--- src/rtl/slave_bus_pkg.sv ---
// Shared widths, default error read data and the read-return tag carried
// through the splitter's fixed-latency pipe.
package slave_bus_pkg;

  localparam int unsigned DWORD_W   = 32;
  localparam int unsigned TAG_SEL_W = 4;

  localparam logic [DWORD_W-1:0] DEF_ERR_RDATA = 32'hDEADC0DE;

  typedef struct packed {
    logic                 valid;
    logic                 err;
    logic [TAG_SEL_W-1:0] sel;
  } rd_tag_t;

endpackage : slave_bus_pkg

--- src/rtl/slave_bus_rd_pipe.sv ---
// Fixed-latency read return: delays the read tag to line up with the channel
// read data, then selects and registers the return word.
module slave_bus_rd_pipe
  import slave_bus_pkg::*;
#(
  parameter int unsigned        C_CHANNELS   = 4,
  parameter int unsigned        C_RD_LATENCY = 2,
  parameter logic [DWORD_W-1:0] C_ERR_RDATA  = DEF_ERR_RDATA
) (
  input  logic                          clk,
  input  logic                          rst,
  input  rd_tag_t                       tag_in,
  input  logic [C_CHANNELS*DWORD_W-1:0] rdata_in,
  output logic [DWORD_W-1:0]            rdata,
  output logic                          rvalid
);

  rd_tag_t              pipe_q [C_RD_LATENCY];
  rd_tag_t              tail_c;
  logic [DWORD_W-1:0]   sel_data_c;

  // Tag shift register; a reset flushes every in-flight read.
  always_ff @(posedge clk) begin
    if (rst) begin
      for (int unsigned i = 0; i < C_RD_LATENCY; i++) begin
        pipe_q[i] <= '0;
      end
    end else begin
      pipe_q[0] <= tag_in;
      for (int unsigned i = 1; i < C_RD_LATENCY; i++) begin
        pipe_q[i] <= pipe_q[i-1];
      end
    end
  end

  assign tail_c = pipe_q[C_RD_LATENCY-1];

  // Loop compare keeps out-of-range selects from indexing past the bus.
  always_comb begin
    sel_data_c = C_ERR_RDATA;
    if (!tail_c.err) begin
      for (int unsigned i = 0; i < C_CHANNELS; i++) begin
        if (TAG_SEL_W'(i) == tail_c.sel) begin
          sel_data_c = rdata_in[i*DWORD_W +: DWORD_W];
        end
      end
    end
  end

  // Return data holds its last value between valid strobes.
  always_ff @(posedge clk) begin
    if (rst) begin
      rvalid <= 1'b0;
      rdata  <= '0;
    end else begin
      rvalid <= tail_c.valid;
      if (tail_c.valid) begin
        rdata <= sel_data_c;
      end
    end
  end

endmodule : slave_bus_rd_pipe

--- src/rtl/slave_bus_splitter.sv ---
// Splits one upstream slave bus across C_CHANNELS downstream channels with a
// registered request stage, in-order fixed-latency reads and decode-error status.
module slave_bus_splitter
  import slave_bus_pkg::*;
#(
  parameter int unsigned        C_CHANNELS     = 4,
  parameter int unsigned        C_ADDR_BITS    = 16,
  parameter int unsigned        C_CH_ADDR_BITS = 12,
  parameter int unsigned        C_RD_LATENCY   = 2,
  parameter logic [DWORD_W-1:0] C_ERR_RDATA    = DEF_ERR_RDATA
) (
  input  logic                          CLK,
  input  logic                          RST,
  input  logic                          S_WE,
  input  logic [C_ADDR_BITS-1:0]        S_WADDR,
  input  logic [DWORD_W-1:0]            S_WDATA,
  input  logic                          S_RE,
  input  logic [C_ADDR_BITS-1:0]        S_RADDR,
  output logic [DWORD_W-1:0]            S_RDATA,
  output logic                          S_RVALID,
  output logic [C_CHANNELS-1:0]         M_WE,
  output logic [C_CH_ADDR_BITS-1:0]     M_WADDR,
  output logic [DWORD_W-1:0]            M_WDATA,
  output logic [C_CHANNELS-1:0]         M_RE,
  output logic [C_CH_ADDR_BITS-1:0]     M_RADDR,
  input  logic [C_CHANNELS*DWORD_W-1:0] M_RDATA,
  input  logic                          ERR_CLR,
  output logic [15:0]                   ERR_COUNT,
  output logic                          ERR_VALID,
  output logic [C_ADDR_BITS-1:0]        ERR_ADDR
);

  localparam int unsigned SEL_W     = C_ADDR_BITS - C_CH_ADDR_BITS;
  localparam int unsigned ERR_CNT_W = 16;
  localparam int unsigned CNT_SUM_W = ERR_CNT_W + 1;

  logic [SEL_W-1:0]      wsel_c;
  logic [SEL_W-1:0]      rsel_c;
  logic                  wr_err_c;
  logic                  rd_err_c;
  logic                  any_err_c;
  logic                  capture_c;
  logic [C_CHANNELS-1:0] we_c;
  logic [C_CHANNELS-1:0] re_c;
  logic [CNT_SUM_W-1:0]  cnt_base_c;
  logic [CNT_SUM_W-1:0]  cnt_sum_c;
  logic [ERR_CNT_W-1:0]  cnt_next_c;
  rd_tag_t               rd_tag_q;

  // Address decode; selects beyond the last channel produce no strobe.
  always_comb begin
    wsel_c   = S_WADDR[C_ADDR_BITS-1:C_CH_ADDR_BITS];
    rsel_c   = S_RADDR[C_ADDR_BITS-1:C_CH_ADDR_BITS];
    wr_err_c = S_WE && (32'(wsel_c) >= C_CHANNELS);
    rd_err_c = S_RE && (32'(rsel_c) >= C_CHANNELS);
    we_c     = '0;
    re_c     = '0;
    for (int unsigned i = 0; i < C_CHANNELS; i++) begin
      we_c[i] = S_WE && (32'(wsel_c) == i);
      re_c[i] = S_RE && (32'(rsel_c) == i);
    end
  end

  // Request stage; the read tag enters the return pipe alongside M_RE.
  always_ff @(posedge CLK) begin
    if (RST) begin
      M_WE     <= '0;
      M_RE     <= '0;
      M_WADDR  <= '0;
      M_WDATA  <= '0;
      M_RADDR  <= '0;
      rd_tag_q <= '0;
    end else begin
      M_WE     <= we_c;
      M_RE     <= re_c;
      if (S_WE) begin
        M_WADDR <= S_WADDR[C_CH_ADDR_BITS-1:0];
        M_WDATA <= S_WDATA;
      end
      if (S_RE) begin
        M_RADDR <= S_RADDR[C_CH_ADDR_BITS-1:0];
      end
      rd_tag_q <= '{valid: S_RE, err: rd_err_c, sel: TAG_SEL_W'(rsel_c)};
    end
  end

  // A clear in the same cycle as an error restarts counting from that error.
  always_comb begin
    any_err_c  = wr_err_c | rd_err_c;
    capture_c  = any_err_c && (ERR_CLR || !ERR_VALID);
    cnt_base_c = ERR_CLR ? CNT_SUM_W'(0) : CNT_SUM_W'(ERR_COUNT);
    cnt_sum_c  = cnt_base_c + CNT_SUM_W'(wr_err_c) + CNT_SUM_W'(rd_err_c);
    cnt_next_c = cnt_sum_c[ERR_CNT_W] ? '1 : cnt_sum_c[ERR_CNT_W-1:0];
  end

  always_ff @(posedge CLK) begin
    if (RST) begin
      ERR_COUNT <= '0;
      ERR_VALID <= 1'b0;
      ERR_ADDR  <= '0;
    end else begin
      ERR_COUNT <= cnt_next_c;
      if (capture_c) begin
        ERR_VALID <= 1'b1;
        ERR_ADDR  <= wr_err_c ? S_WADDR : S_RADDR;
      end else if (ERR_CLR) begin
        ERR_VALID <= 1'b0;
      end
    end
  end

  slave_bus_rd_pipe #(
    .C_CHANNELS   (C_CHANNELS),
    .C_RD_LATENCY (C_RD_LATENCY),
    .C_ERR_RDATA  (C_ERR_RDATA)
  ) u_rd_pipe (
    .clk      (CLK),
    .rst      (RST),
    .tag_in   (rd_tag_q),
    .rdata_in (M_RDATA),
    .rdata    (S_RDATA),
    .rvalid   (S_RVALID)
  );

endmodule : slave_bus_splitter

--- config.mk ---
export PLATFORM = sky130hd
export DESIGN_NAME = slave_bus_splitter
export DESIGN_NICKNAME = d
export VERILOG_FILES = /design/src/rtl/slave_bus_pkg.sv /design/src/rtl/slave_bus_rd_pipe.sv /design/src/rtl/slave_bus_splitter.sv
export SDC_FILE = /design/constraint.sdc
export NUM_CORES = 1
export LEC_CHECK = 0
export ABC_AREA = 1
export ABC_CLOCK_PERIOD_IN_PS = 2200
export BUFFER_PORTS_ARGS = -buffer_cell sky130_fd_sc_hd__buf_2
export CORE_AREA = 2 2 127 129
export DETAILED_ROUTE_END_ITERATION = 12
export DIE_AREA = 0 0 129 131
export HOLD_SLACK_MARGIN = 0.03
export MAX_ROUTING_LAYER = met4
export PLACE_DENSITY = 0.73
export SETUP_SLACK_MARGIN = 0.3
export SLEW_MARGIN = 10
export SYNTH_ARGS = -nofsm -noshare
export SYNTH_HDL_FRONTEND = slang
export SYNTH_SLANG_ARGS = --single-unit
--- constraint.sdc ---
create_clock -name CLK -period 2.2 [get_ports CLK]
set_input_delay 0 -clock CLK [delete_from_list [all_inputs] [get_ports CLK]]
set_output_delay 0 -clock CLK [all_outputs]
set_load 0.005 [all_outputs]
Word-level counts from Yosys, hierarchy flattened
Memories as Yosys holds them, arrays and structs flattened.
Cells that the tools add are included.
W data, S select, Z words.
{"block": "totals", "register_bits": 136, "ram_bits": 12, "input_bits": 197, "n_memories": 1, "out_inout_bits": 130, "wordCells": 62}
{"memory": "u_rd_pipe.pipe_q", "words": 2, "word_bits": 6, "read_ports": 2, "rd_clocked_by_memory_dff": 0, "write_ports": 2, "line_no": "slave_bus_rd_pipe.sv:18", "source": "rd_tag_t pipe_q [C_RD_LATENCY];"}
{"block": "classes", "n_lt_le_gt_ge": 2, "bitwise": 3, "muxes": 15, "eq_ne": 9, "n_reduce_logical": 17, "addsub": 2}
{"cell": "$mux W32", "count": 5}
{"cell": "$mux W16", "count": 3}
{"cell": "$add A16 B1 Y17", "count": 1}
{"cell": "$add A17 B1 Y17", "count": 1}
{"cell": "$eq A4 B2 Y1 const B", "count": 4}
{"cell": "$logic_not A4 Y1", "count": 3}
{"cell": "$mux W6", "count": 2}
{"cell": "$logic_and A1 B1 Y1", "count": 11}
{"cell": "$eq A2 B4 Y1 const A", "count": 2}
{"cell": "$eq A4 B1 Y1 const B", "count": 2}
{"cell": "$ge A4 B3 Y1 const B", "count": 2}
{"cell": "$mux W1", "count": 5}
{"cell": "$eq A1 B4 Y1 const A", "count": 1}
{"cell": "$or A1 B1 Y1", "count": 3}
{"cell": "$reduce_bool A2 Y1", "count": 1}
{"cell": "$logic_not A1 Y1", "count": 1}
{"cell": "$logic_or A1 B1 Y1", "count": 1}

Longest topological paths before layout
Gate-level depths: netlist of run 1.
An unclocked memory read counts as a cell.
{"block": "depth", "word_depth": 7, "depth_mapped": 14, "mapped_depth_nobuf": 12}

Modules after synthesis
From an unflattened synthesis of run 1, not the netlist that was laid out.
{"block": "unflattened", "cells_unflattened": 972, "area_unflattened_um2": 6850.3}
{"module": "slave_bus_splitter", "seq_area_each_um2": 2062.0, "instances": 1, "area_per_inst_um2": 4179.0, "cells_each": 558}
{"module": "slave_bus_rd_pipe", "seq_area_each_um2": 900.9, "instances": 1, "area_per_inst_um2": 2671.3, "cells_each": 414}

Worst setup path after synthesis of run 1
Ideal clock, no wire load.
{"block": "synth_timing", "kind": "input to register", "from": "input port S_WADDR[15]", "to": "register ERR_COUNT[15]", "t_arrival_ns": 1.766, "setup_time_ns": 0.109, "path_stages": 13, "slack_ns": 0.325, "required_ns": 2.091, "path_buffers": 3, "cell_sequence": "nor2_1 -> nor2_1 -> buf_2 -> buf_2 -> fa_1 -> ha_1 -> nand4_2 -> nor2_1 -> nand3_2 -> buf_6 -> nand3_1 -> nand2_1 -> inv_1"}
{"block": "synth_between", "elab_chain_cells": 5}
{"item": "from (decl)", "line_no": "slave_bus_splitter.sv:15", "source": "input logic [C_ADDR_BITS-1:0] S_WADDR,"}
{"item": "$ge A4 B3 Y1", "line_no": "slave_bus_splitter.sv:54", "source": "wr_err_c = S_WE && (32'(wsel_c) >= C_CHANNELS);"}
{"item": "$logic_and A1 B1 Y1", "line_no": "slave_bus_splitter.sv:54"}
{"item": "$add A16 B1 Y17", "line_no": "slave_bus_splitter.sv:92", "source": "cnt_sum_c = cnt_base_c + CNT_SUM_W'(wr_err_c) + CNT_SUM_W'(rd_err_c);"}
{"item": "$add A17 B1 Y17", "line_no": "slave_bus_splitter.sv:92"}
{"item": "$mux W16", "line_no": "slave_bus_splitter.sv:93", "source": "cnt_next_c = cnt_sum_c[ERR_CNT_W] ? '1 : cnt_sum_c[ERR_CNT_W-1:0];"}
{"item": "to (signal assigned)", "line_no": "slave_bus_splitter.sv:102", "source": "ERR_COUNT <= cnt_next_c;"}
{"item": "to (decl)", "line_no": "slave_bus_splitter.sv:28", "source": "output logic [15:0] ERR_COUNT,"}
Every way passes these cells.
A chain may end at the register's enable or synchronous reset.

Final worst setup path of run 1
{"block": "layout_timing", "from": "register ERR_COUNT[0]", "to": "register ERR_COUNT[3]"}
{"block": "layout_between", "elab_chain_cells": 4}
{"item": "$mux W16", "line_no": "slave_bus_splitter.sv:91", "source": "cnt_base_c = ERR_CLR ? CNT_SUM_W'(0) : CNT_SUM_W'(ERR_COUNT);"}
{"item": "$add A16 B1 Y17", "line_no": "slave_bus_splitter.sv:92"}
{"item": "$add A17 B1 Y17", "line_no": "slave_bus_splitter.sv:92"}
{"item": "$mux W16", "line_no": "slave_bus_splitter.sv:93"}
Every way passes these cells.

==> results.json, run 1 <==
{
  "h-tree-depth": 4,
  "worstPathArrival_ps": 2190,
  "cts_buffers": 17,
  "synth_area_per_cell_sq_um": 6.71,
  "grt_pass1_wl_um": 45200,
  "drc": 0,
  "n_fill_cell": 1182,
  "avgViaCountPerCell": 5.15,
  "critPathLaunch": "ERR_COUNT[0]",
  "status": "complete, no violations",
  "setup_ws_ps": 355,
  "start_util_pct": 42.7,
  "synthCells": 992,
  "die-area_sq_um": 16900,
  "synth_ff_type": "dfxtp_1",
  "netlist-cell-type-count": 32,
  "synth.area.top_cells": "dfxtp_1 (45%), nand2_1 (15%), nor2_1 (10%)",
  "gp_congestion": 0.940,
  "synth_common_cells": "nand2_1 (260), nor2_1 (185), dfxtp_1 (148), inv_1 (86), o21ai_0 (84)",
  "drt-pass1-iter-count": 8,
  "num_vias": 8905,
  "power_density_nw_per_um2": 644,
  "pin_count": 327,
  "finalCriticalPeriod_ps": 1840,
  "rr_startpoint": "ERR_COUNT[0]",
  "synth_top_area_share_pct": 44.5,
  "cts_buffer_depth": 2,
  "slowest_delay_ps": 330,
  "ys_ff_latch": 148,
  "critPathLaunchType": "register",
  "routed_wl_um": 29000,
  "cts.sinks": 148,
  "fin_util_pct": 70.9,
  "drive_gt1_share_pct": 27.1,
  "place_hpwl_um": 16300,
  "ant_nets": 0,
  "clk_pin_slew_ps": 60,
  "num_rows": 46,
  "antenna_found_initial": 6,
  "tightest_slew_ps": 538,
  "dpl-instance-area_sq_um": 8480,
  "setup_viol": 0,
  "synth_nets": 1191,
  "holdWs_ps": 51.6,
  "grt_usage_pct": 36.1,
  "maxSlewViolCount": 0,
  "yosys_warnings": 0,
  "cp-end-kind": "register",
  "pre_cts_ws_ps": 122,
  "tritoncts": "yes",
  "syn_to_final_growth_pct": 66.1,
  "gr-total-overflow": 0,
  "period_share_pct": 83.8,
  "critical_path_required_ps": 2540,
  "min_from": "ERR_CLR",
  "cts_root_buffer": "clkbuf_16",
  "skew_ps": 9.06,
  "synth.most_common_cell": "nand2_1",
  "cp_slowest_cell": "dfxtp_1",
  "fmax_ghz": 0.542,
  "hp-class": "input port to register",
  "synth-edff-count": 0,
  "fin_tns_setup_ps": 0,
  "floorplan.die.width_um": 129,
  "hold_violations": 0,
  "path_class": "register to register",
  "leakagePower_nw": 5.52,
  "timing.slew.headroom_pct": 64.1,
  "rsz0062_at_grt": "false",
  "synth_largest_area_cell": "dfxtp_1",
  "ys_async_sr_fraction_pct": 0,
  "reg2reg_slack_ps": 360,
  "max-vdd-ir-drop_mv": 0.506,
  "crit_chain": "inv_1 > nor2_1 > fa_2 > ha_2 > nand4_4 > nor2_4 > nand3_4 > buf_4 > a21oi_1",
  "drv_cap": 0,
  "port_buffers": 326,
  "drt_iter0_drc": 682,
  "core_area_sq_um": 15600,
  "grt_max_degree": 54,
  "cp_max_fo": 7,
  "die_y_um": 131,
  "design_area_sq_um": 11100,
  "synth.cell_area_sq_um": 6660,
  "yosysSeqAreaShare_pct": 44.5,
  "clk_latency_ps": 420,
  "layout.nets": 1694,
  "detail_route.wl_per_cell_um": 16.8,
  "grt_pass1_vias": 8775
}
==> cells in the final DEF, fill, tap and decap left out, drive strengths merged, types with 4 or more instances in the layout <==
master	count
buf	348
o21ai	85
nand2	261
a21oi	66
nand4	6
inv	95
dfxtp	148
nor2	194
clkbuf	20
nor3	8
nand3	55
nor4	4
nand3b	7
dlygate4sd3	184
or2	7
xor2	5
diode	6
==> kinds of logic (layout without fill, tap and decap cells) <==
kind of cell	after synthesis	after routing	synth area share (%)
xor+xnor	6	6	0.789
simple gates	541	542	33.8
buf+inv	141	656	8.63
other cells	0	6	0
fa+ha+maj	2	2	0.489
flops	148	148	44.5
compound gates	154	154	11.7
==> final timing paths <==
| path | end | cells past startpoint |
|---|---|---|
| setup / recovery | ERR_COUNT[3] | 9 |
| hold / removal | ERR_COUNT[8] | 5 |
| setup reg to reg | ERR_COUNT[3] | 9 |
| hold reg to reg | u_rd_pipe.pipe_q[0][10] | 2 |
==> flip-flops by register name (all words and copies together) (netlist names) <==
register	count
ERR_ADDR	16
ERR_COUNT	16
ERR_VALID	1
M_RADDR	12
M_RE	4
M_WADDR	12
M_WDATA	32
M_WE	4
rd_tag_q	6
u_rd_pipe.pipe_q	12
u_rd_pipe.rdata	32
u_rd_pipe.rvalid	1
==> layer usage <==
metal	part of all wire [%]	track usage (%)
met1	36	38.6
met2	47	54.9
met3	11	16.4
met4	5.8	21.7
met5	0	-
==> final cells by class <==
cell class              count  area (sq um)  area share [%]
diodes                      6          15.0           0.136
flip-flops and latches    148          2960            26.8
clock inverters            12           165            1.49
repair buffers            532          3650            33.0
inverters                  92           349            3.16
well taps                 216           270            2.44
clock buffers              20           467            4.22
multi-input cells         704          3180            28.8
==> power breakdown <==
group | switching, mW | total, mW | internal (mW)
clock network | 1.20 | 3.09 | 1.90
registers | 0.0684 | 2.88 | 2.81
logic | 0.572 | 1.14 | 0.571
total | 1.84 | 7.12 | 5.28
==> worst max-delay path: cells and delay by family, from the launching register on <==
kind / cells / cell delay (ps)
and+or+nand+nor: 4 / 600
adders and majority gates: 2 / 490
DFF: 1 / 330
buffers and inverters: 2 / 220
AOI/OAI and AO/OA: 1 / 120
==> through the flow <==
step / total power [mW] / std cells
after floorplan: 3.32 / 992
after global placement: 3.74 / 1503
after detailed placement: 3.75 / 1503
after CTS: 7.09 / 1719
after global routing: 7.40 / 1730
final: 7.12 / 1730
==> what timing repair did <==
| item | in CTS | in global routing |
|---|---|---|
| endpoints found under the hold margin | 122 | 0 |
| endpoints found under the setup margin | 15 | 32 |
| gates resized for setup | 2 | 10 |
| gates cloned | 0 | 1 |
| hold buffers | 184 | 0 |
| buffers inserted | 0 | 4 |
| pin swaps | 0 | 2 |
No activity file was read; power rests on OpenSTA's default activity.
==> run 2, diff against run 1 <==
--- a/config.mk
+++ b/config.mk
@@ -6,14 +6,14 @@
 export NUM_CORES = 1
 export LEC_CHECK = 0
 export ABC_AREA = 1
-export ABC_CLOCK_PERIOD_IN_PS = 2200
+export ABC_CLOCK_PERIOD_IN_PS = 1500
 export BUFFER_PORTS_ARGS = -buffer_cell sky130_fd_sc_hd__buf_2
-export CORE_AREA = 2 2 127 129
+export CORE_MARGIN = 1.5
+export CORE_UTILIZATION = 42
 export DETAILED_ROUTE_END_ITERATION = 12
-export DIE_AREA = 0 0 129 131
 export HOLD_SLACK_MARGIN = 0.03
 export MAX_ROUTING_LAYER = met4
-export PLACE_DENSITY = 0.73
+export PLACE_DENSITY = 0.74
 export SETUP_SLACK_MARGIN = 0.3
 export SLEW_MARGIN = 10
 export SYNTH_ARGS = -nofsm -noshare
==> constraint.sdc (replaced) <==
create_clock -name CLK -period 1.5 [get_ports CLK]
set_input_delay 0 -clock CLK [delete_from_list [all_inputs] [get_ports CLK]]
set_output_delay 0 -clock CLK [all_outputs]
set_load 0.005 [all_outputs]
==> run 2 against run 1 <==
  * The run now ends with setup timing left
  * Flip-flop and latch count did not move
  * Maximum frequency increased by 3.7%
  * Die area is 1.7% lower
  * Clock power increased by 44%
  * Worst hold slack gained 1.8 ps
  * Power is 51% higher
  * Register-to-register slack worse by 630 ps
  * Routed wire length increased by 29%
  * Final area grew 11%
  * Setup slack got worse by 630 ps
  * Core utilization rose by 9.0 points
  * Largest power group unchanged
==> results.json, run 2 (synthesis results as in run 1) <==
{
  "status": "finished with violations",
  "violations": "setup timing",
  "grt_pass1_vias": 9703,
  "num_vias": 9934,
  "drive_gt1_share_pct": 37.2,
  "cts_root_buffer": "clkbuf_16",
  "seqPwrFrac_pct": 39.3,
  "comb_power_share_pct": 19.4,
  "fin_util_pct": 79.9,
  "num_rows": 45,
  "holdWs_ps": 53.4,
  "die_y_um": 129,
  "critical_path_required_ps": 1810,
  "start_util_pct": 43.5,
  "reg2reg_slack_ps": -280,
  "h-tree-depth": 4,
  "antenna_found_initial": 13,
  "gp_congestion": 0.948,
  "critPathLaunchType": "register",
  "floorplan.die.width_um": 129,
  "cp_max_fo": 8,
  "fmax_ghz": 0.562,
  "drt_iter0_drc": 1428,
  "syn_to_final_growth_pct": 83.7,
  "drt-pass1-iter-count": 11,
  "avgViaCountPerCell": 5.56,
  "finalCriticalPeriod_ps": 1780,
  "die-area_sq_um": 16600,
  "rr_startpoint": "u_rd_pipe.pipe_q[0][7]",
  "drv_cap": 0,
  "cts.sinks": 148,
  "power_density_nw_per_um2": 880,
  "gr-total-overflow": 0,
  "pin_count": 327,
  "port_buffers": 326,
  "setup_ws_ps": -279,
  "timing.slew.headroom_pct": 63.2,
  "grt_usage_pct": 42.9,
  "layout_commonest_cell": "buf_2",
  "path_class": "register to register",
  "cp-end-kind": "register",
  "leakagePower_nw": 6.04,
  "cts_buffers": 17,
  "routed_wl_um": 37300,
  "r2r_end": "u_rd_pipe.rdata[5]",
  "grt_max_degree": 76,
  "min_from": "S_WADDR[14]",
  "whs_endpoint": "M_WE[0]",
  "rsz0062_at_grt": "true",
  "final_cell_mix": "buf_2 (326), nand2_1 (220), dlygate4sd3_1 (180), nor2_1 (164), dfxtp_1 (143)",
  "detail_route.wl_per_cell_um": 20.9,
  "n_fill_cell": 953,
  "setup_viol": 31,
  "hp-class": "input port to register",
  "clk_pin_slew_ps": 60,
  "hold_depth": 5,
  "drc": 0,
  "layout.nets": 1747,
  "skew_ps": 15.3,
  "sw_frac_of_total_pct": 27.1,
  "reg_top3": "M_WDATA x32, u_rd_pipe.rdata x32",
  "maxSlewViolCount": 0,
  "worstPathArrival_ps": 2090,
  "cts_buffer_depth": 2,
  "r2r_cells": 9,
  "internal_power_mw": 7.85,
  "grt_pass1_wl_um": 52100,
  "clockPowerShare_pct": 41.3,
  "regArea_sq_um": 2970,
  "place_hpwl_um": 16800,
  "clk_latency_ps": 420,
  "period_share_pct": 119,
  "core_area_sq_um": 15300,
  "multi_input_area_sq_um": 3690,
  "tritoncts": "yes",
  "netSwitchingPower_mw": 2.92,
  "ant_nets": 0,
  "max-vdd-ir-drop_mv": 0.910,
  "tightest_slew_ps": 547,
  "hold_violations": 0
}
==> run 2: metrics by stage <==
step           total power [mW]  worst slack, ps  area, sq um  cells  setup TNS (ps)
2_1_floorplan              4.89            -59.7         6800    992            -325
3_3_place_gp               5.54             -242         8830   1531           -2780
3_5_place_dp               5.56             -303         8830   1531           -3850
4_1_cts                    10.4             -158        11800   1766           -2140
5_1_grt                    11.1             -379        12200   1785           -4950
6_report                   10.8             -279        12200   1787           -3020
==> run 2: repair_timing <==
item	CTS	global route
setup endpoints to repair	48	50
hold endpoints to repair	116	0
cloned	6	1
gates resized for setup	95	104
buffers inserted	16	6
hold buffers	181	0
pin swaps	50	43
==> run 2: layout make-up <==
cell class,count,share of cell area (%)
inverters,92,3.07
repair buffers,584,34.8
multi-input cells,703,30.2
clock inverters,12,1.24
well taps,211,2.16
diodes,15,0.307
repair inverters,2,0.164
flip-flops and latches,148,24.3
clock buffers,20,3.73
==> run 2: worst max-delay path: stages, from the launching register on <==
cell and delay (ps):
dfxtp_4 340, buf_6 120, nand2_4 110, nor2_4 60, buf_12 140, inv_6 170, nor2_1 120, nor2_4 190
nand2_1 120, a21oi_1 290
==> run 2: per-layer routing <==
layer	vias up	track usage (%)	wire length, um
met4	0	28.6	3570
met5	-	-	0
met3	385	24.6	4920
met1	4397	41.0	12400
li1	4251	-	-
met2	901	65.7	16500
==> run 2: worst max path at each step <==
stage	to	slack, ps	startpoint
6_report	u_rd_pipe.rdata[5]	-280	u_rd_pipe.pipe_q[0][7]
5_1_grt	u_rd_pipe.rdata[5]	-380	u_rd_pipe.pipe_q[0][7]
4_1_cts	ERR_COUNT[8]	-160	ERR_COUNT[0]
3_5_place_dp	ERR_COUNT[14]	-300	S_RADDR[14]
3_3_place_gp	ERR_COUNT[13]	-240	S_RADDR[14]
2_1_floorplan	ERR_COUNT[11]	-60	S_WADDR[14]
==> run 2: power by group through the flow <==
stage,registers (mW),clock network [mW],logic [mW]
finish,4.23,4.45,2.09
floorplan,4.31,0,0.581
global placement,4.29,0,1.25
CTS,4.22,4.44,1.75
detailed placement,4.30,0,1.26
global route,4.25,4.64,2.22
